$ cat src/rtl/booth_multi_iter.sv
// booth_multi_iter: iterative radix-4 Booth multiplier. Each MUL cycle multiplies one
//   MW-bit chunk of the multiplicand into a shared accumulator.
// Latency: NCHUNK cycles from the input handshake to out_valid, or NCHUNK+1 when
//   BOOTH_PIPE_REG_EN is defined. That macro adds a register between the partial-product
//   array and the accumulator adder.
// Backpressure: the result is held in DONE while out_ready=0. in_ready is high in IDLE,
//   or in DONE when out_ready is high, so a new operation can issue as a result drains.
// Ports: clk/rstn (async active-low); in_valid/in_ready with multiplier[MW] and
//   multiplicand[MW*NCHUNK]; out_valid/out_ready with product[MW*(NCHUNK+1)]; busy.
module booth_multi_iter #(
    parameter int MW     = 16,
    parameter int NCHUNK = 2
) (
    input  logic                       clk,
    input  logic                       rstn,
    input  logic                       in_valid,
    output logic                       in_ready,
    input  logic [MW-1:0]              multiplier,
    input  logic [MW*NCHUNK-1:0]       multiplicand,
    output logic                       out_valid,
    input  logic                       out_ready,
    output logic [MW*(NCHUNK+1)-1:0]   product,
    output logic                       busy
);

    localparam int W    = MW * NCHUNK;
    localparam int ACCW = MW * (NCHUNK + 1);
    localparam int PPW  = 2 * MW;
    // The counter must be able to hold NCHUNK, which marks that generation has finished.
    localparam int KW   = (NCHUNK + 1 > 2) ? $clog2(NCHUNK + 1) : 1;

    typedef enum logic [1:0] {S_IDLE, S_MUL, S_DONE} state_t;

    state_t          state_q, state_d;
    logic [KW-1:0]   k_q, k_d;
    logic [ACCW-1:0] acc_q, acc_d;
    logic [MW-1:0]   mult_q;
    logic [W-1:0]    mcand_q;

    logic            hs;
    logic            gen_en;
    logic [KW-1:0]   ksel;
    logic [MW-1:0]   chunk;
    logic [MW+2:0]   ext;
    logic [2:0]      trip;
    logic [PPW-1:0]  mag;
    logic            neg;
    logic [PPW-1:0]  pp;
    logic [PPW-1:0]  acc_pp;
    logic [KW-1:0]   acc_k;
    logic            acc_en;
    logic            last;

    assign in_ready  = (state_q == S_IDLE) || ((state_q == S_DONE) && out_ready);
    assign hs        = in_valid && in_ready;
    assign out_valid = (state_q == S_DONE);
    assign busy      = (state_q != S_IDLE);
    assign product   = (state_q == S_DONE) ? acc_q : '0;

    // Clamp the chunk index. In the pipelined build, k can reach NCHUNK while the last
    // partial product is still draining.
    assign ksel  = (k_q < KW'(NCHUNK)) ? k_q : '0;
    assign chunk = mcand_q[int'(ksel)*MW +: MW];

    // Radix-4 Booth recoding of the zero-extended multiplier: MW/2+1 digits in {-2..+2}.
    // The sum is taken modulo 2^(2*MW). That equals building it in 2*MW+2 bits and
    // truncating, and it is exact because an unsigned MW x MW product fits in 2*MW bits.
    always_comb begin
        ext  = {2'b00, mult_q, 1'b0};
        pp   = '0;
        trip = '0;
        mag  = '0;
        neg  = 1'b0;
        for (int i = 0; i <= MW/2; i++) begin
            trip = ext[2*i +: 3];
            mag  = '0;
            neg  = 1'b0;
            case (trip)
                3'b001, 3'b010: mag = PPW'(chunk);
                3'b011:         mag = PPW'(chunk) << 1;
                3'b100: begin   mag = PPW'(chunk) << 1; neg = 1'b1; end
                3'b101, 3'b110: begin mag = PPW'(chunk); neg = 1'b1; end
                default:        mag = '0;
            endcase
            pp = pp + ((neg ? -mag : mag) << (2*i));
        end
    end

`ifdef BOOTH_PIPE_REG_EN
    logic [PPW-1:0] pp_q;
    logic [KW-1:0]  pp_k_q;
    logic           pp_vld_q;

    // Generation runs for NCHUNK cycles. The adder works one cycle behind on the
    // registered partial product.
    assign gen_en = (state_q == S_MUL) && (k_q != KW'(NCHUNK));

    always_ff @(posedge clk or negedge rstn) begin
        if (!rstn) begin
            pp_q     <= '0;
            pp_k_q   <= '0;
            pp_vld_q <= 1'b0;
        end else begin
            pp_q     <= pp;
            pp_k_q   <= k_q;
            pp_vld_q <= gen_en;
        end
    end

    assign acc_pp = pp_q;
    assign acc_k  = pp_k_q;
    assign acc_en = pp_vld_q;
`else
    assign gen_en = (state_q == S_MUL);
    assign acc_pp = pp;
    assign acc_k  = k_q;
    assign acc_en = gen_en;
`endif

    assign last = acc_en && (acc_k == KW'(NCHUNK - 1));

    always_comb begin
        state_d = state_q;
        k_d     = k_q;
        acc_d   = acc_q;
        if (gen_en) begin
            k_d = k_q + 1'b1;
        end
        if (acc_en) begin
            acc_d = acc_q + (ACCW'(acc_pp) << (int'(acc_k) * MW));
        end
        case (state_q)
            S_IDLE: if (hs) state_d = S_MUL;
            S_MUL:  if (last) state_d = S_DONE;
            S_DONE: if (out_ready) state_d = in_valid ? S_MUL : S_IDLE;
            default: state_d = S_IDLE;
        endcase
        // A new operation starts from a clean accumulator and chunk 0.
        if (hs) begin
            k_d   = '0;
            acc_d = '0;
        end
    end

    always_ff @(posedge clk or negedge rstn) begin
        if (!rstn) begin
            state_q <= S_IDLE;
            k_q     <= '0;
            acc_q   <= '0;
            mult_q  <= '0;
            mcand_q <= '0;
        end else begin
            state_q <= state_d;
            k_q     <= k_d;
            acc_q   <= acc_d;
            if (hs) begin
                mult_q  <= multiplier;
                mcand_q <= multiplicand;
            end
        end
    end

endmodule

$ cat config.mk
export PLATFORM = sky130hd
export DESIGN_NAME = booth_multi_iter
export DESIGN_NICKNAME = d
export VERILOG_FILES = /design/src/rtl/booth_multi_iter.sv
export SDC_FILE = /design/constraint.sdc
export NUM_CORES = 1
export LEC_CHECK = 0
export ABC_AREA = 1
export BUFFER_PORTS_ARGS = -buffer_cell sky130_fd_sc_hd__buf_2
export CORE_MARGIN = 2
export CORE_UTILIZATION = 23
export DETAILED_ROUTE_END_ITERATION = 12
export GPL_ROUTABILITY_DRIVEN = 1
export GPL_TIMING_DRIVEN = 0
export PLACE_DENSITY_LB_ADDON = 0.3
export SYNTH_ARGS = -nofsm -noshare
export SYNTH_HDL_FRONTEND = slang
export SYNTH_SLANG_ARGS = --single-unit
$ cat constraint.sdc
create_clock -name clk -period 9.57 [get_ports clk]
set_input_delay 1.4355 -clock clk [delete_from_list [all_inputs] [get_ports clk]]
set_output_delay 1.4355 -clock clk [all_outputs]
set_load 0.01 [all_outputs]
==> reports/metrics.cfg <==
[status]
status = finished clean

[logic_synthesis]
ys_ff_latch = 100
synth_edf_count = 0
async_flop_share_pct = 100
post_synth.cell_area_avg_sq_um = 6.80
yosys_most_used_dff = dfrtp_1
yosysUniqueCellTypes = 54
synthesis.area_sq_um = 18500
syn_nets = 3054
ys_seq_area_share_pct = 13.5
ys.warnings.count = 0
synthCells = 2726

[floorplanning]
die_h_microns = 288
fp-row-count = 104
die-area_sq_um = 82800
ioPinCount = 103
initial_utilization_pct = 23.1
die_w_microns = 288
fp.coreArea_sq_um = 80200

[timing]
final_hold_viol_count = 0
worst_pin_slew_ns = 1.03
maxSlewViolCount = 0
fmaxAchievable_mhz = 109
min_period_ns = 9.19
setup_ws_ns = 0.383
fin_skew_ns = 0.0241
finalSetupTns_ns = 0
min_period_over_period_pct = 96.0
max-slew-margin-rel_pct = 30.3
finalSetupViolations = 0

[run]
maxCapViolCount = 0

[route]
post_drt_wl_per_cell_microns = 17.8
routed_wirelength_microns = 69600
drt-pass1-iter-count = 7
ant_nets = 0
vias = 18000
drtIter0Drc = 1343
drc = 0
via_per_inst = 4.59

[clock_tree]
cts_num_sinks = 100
clockBufferDepth = 2
insertion_delay_ns = 0.41
cts_tree = yes
cts_hold_buf = 0
cts_root_buf = clkbuf_16
cts_buffers = 9
path_clk_slew_ns = 0.09
htree_levels = 3

[global_routing]
grt-ovfl-total = 0
grt_antenna_before_repair = 0
grt_max_degree = 53
grt_use_total_pct = 16.9
grt_pass1_wl_microns = 106000
grt_pass1_vias = 17800

[cells_and_area]
n_antenna_cell = 0
nNetsFinal = 3184
fillers = 9094
drive_gt1_share_pct = 14.4
syn2layout_area_growth_pct = 15.0

[placement]
gp_congestion = 0.921
dp.final_hpwl_microns = 57800
pre_cts_ws_ns = -1.10
io_buffer_count = 102

[setup_path]
crit_path_top_delay_cell = o21ai_0
worstPathRequired_ns = 9.84
critical_path.endpoint_type = flip-flop
arrival_ns = 9.45
cp-start-kind = flip-flop
cpMostUsedCell = inv_1
worstPathMaxFanout = 10
critPathMaxStageDelay_ns = 0.80
path_class = reg -> reg
rr_startpoint = acc_k[1]
startpoint = acc_k[1]

[min_path]
hp-start = mcand_q[26]
hp-class = reg -> reg

==> critical path, delay by kind of cell, from the launching register on <==
| family | cells | cell delay [ns] |
|---|---|---|
| buf+inv | 8 | 0.72 |
| xor+xnor | 1 | 0.37 |
| simple gates | 9 | 1.35 |
| fa+ha+maj | 7 | 2.99 |
| flops | 1 | 0.41 |
| compound gates | 12 | 3.20 |
==> cells in the mapped netlist (4+ instances only) <==
cell type / instances / area (sq um)
a21oi_1: 149 / 746
dfrtp_1: 100 / 2500
mux2_2: 20 / 225
nor2_4: 9 / 101
a21o_1: 5 / 37.5
xnor2_1: 78 / 683
o21a_1: 7 / 52.6
a211oi_1: 4 / 30.0
nand3_1: 83 / 415
xor2_1: 92 / 806
o21ai_1: 25 / 125
nand4_1: 15 / 93.8
fa_1: 146 / 2920
o211ai_1: 4 / 30.0
nor2_2: 21 / 131
o31ai_1: 9 / 67.6
ha_1: 130 / 1630
o21ai_2: 7 / 61.3
o21ai_0: 120 / 601
nand3b_1: 4 / 30.0
inv_1: 516 / 1940
buf_2: 15 / 75.1
o221ai_1: 4 / 35.0
a31oi_1: 26 / 163
nand2_4: 19 / 214
buf_6: 12 / 135
nor4_1: 9 / 56.3
or2_2: 10 / 62.6
inv_2: 12 / 45.0
o22ai_1: 60 / 375
buf_1: 5 / 18.8
nor3_1: 25 / 125
clkbuf_1: 45 / 169
nor2_1: 304 / 1140
nand2_1: 559 / 2100
o21bai_1: 4 / 30.0
nand3_2: 8 / 80.1
nand2_2: 46 / 288
==> metal layers <==
layer	share of wire, %	up-vias	track usage, %
met2	47	491	29.1
met5	0	-	0
met4	3.5	0	5.65
met3	4.7	94	1.47
li1	-	8776	-
met1	45	8617	22.3
==> cell usage in the layout, fill, tap and decap left out, types with 9 or more instances in the layout <==
cell type  instances
a21oi_2           10
nor3_1            14
nor2_2            25
ha_1             121
nor2_4            11
fa_1             146
buf_6             13
xnor2_1           74
nand4_1           15
inv_2             12
clkbuf_1          40
o22ai_1           58
nand3_1           79
o21ai_1           35
o21ai_0          104
nand2_1          550
clkbuf_16          9
inv_1            514
dfrtp_1          100
buf_4             19
or2_2             10
a21oi_1          136
nor2_1           298
xor2_1            90
nand2_2           52
a31oi_1           24
nand3_2           12
buf_2            115
mux2_2            20
o21ai_2           13
nand2_4           22
==> registers in the layout, summed over array words and instances, names as in the netlist <==
register,flops
mult_q,16
state_q,2
acc_k,2
acc_q,48
mcand_q,32
==> stage by stage <==
stage / cell area (sq um) / cells / hold slack (ns) / util, %
finish: 21300 / 3921 / 0.510 / 26.6
global route: 21300 / 3921 / 0.536 / 26.6
CTS: 20800 / 3907 / 0.513 / 25.9
detailed placement: 20400 / 3890 / 0.494 / 25.5
global placement: 20400 / 3888 / 0.489 / 25.4
floorplan: 18500 / 2726 / 0.480 / -
==> kinds of logic after synthesis <==
group	count (synthesis)	share of synthesized area, %
flops	100	13.5
mux	20	1.22
xor+xnor	170	8.04
simple gates	1120	26.6
fa+ha+maj	276	24.6
compound gates	430	13.0
buf+inv	610	13.1
==> final cells by class <==
type / instances / area, sq um / share of cell area (%)
buffer: 77 / 427 / 2.00
timing repair buffer: 121 / 677 / 3.18
multi-input combinational: 2016 / 14100 / 66.1
tap: 1060 / 1330 / 6.23
sequential: 100 / 2500 / 11.7
clock inverter: 7 / 62.6 / 0.294
clock buffer: 9 / 225 / 1.06
inverter: 531 / 2000 / 9.40
==> worst paths after layout <==
kind	end	slack, ns	cells past startpoint
setup / recovery	acc_q[46]	0.38	37
hold / removal	mcand_q[26]	0.51	1
setup reg to reg	acc_q[46]	0.38	37
hold reg to reg	mcand_q[26]	0.51	1
max in group asynchronous	acc_q[42]	7.94	2
min in group asynchronous	mcand_q[0]	0.98	1
==> repair_timing <==
| action | CTS | global route |
|---|---|---|
| buffers inserted | 2 | 15 |
| pin swaps | 2 | 18 |
| endpoints found under the setup margin | 25 | 23 |
| gates resized for setup | 22 | 103 |
Power is left out: the tool's default activity adds up to more than one toggle a clock period on the data nets, which glitch-free logic cannot reach.
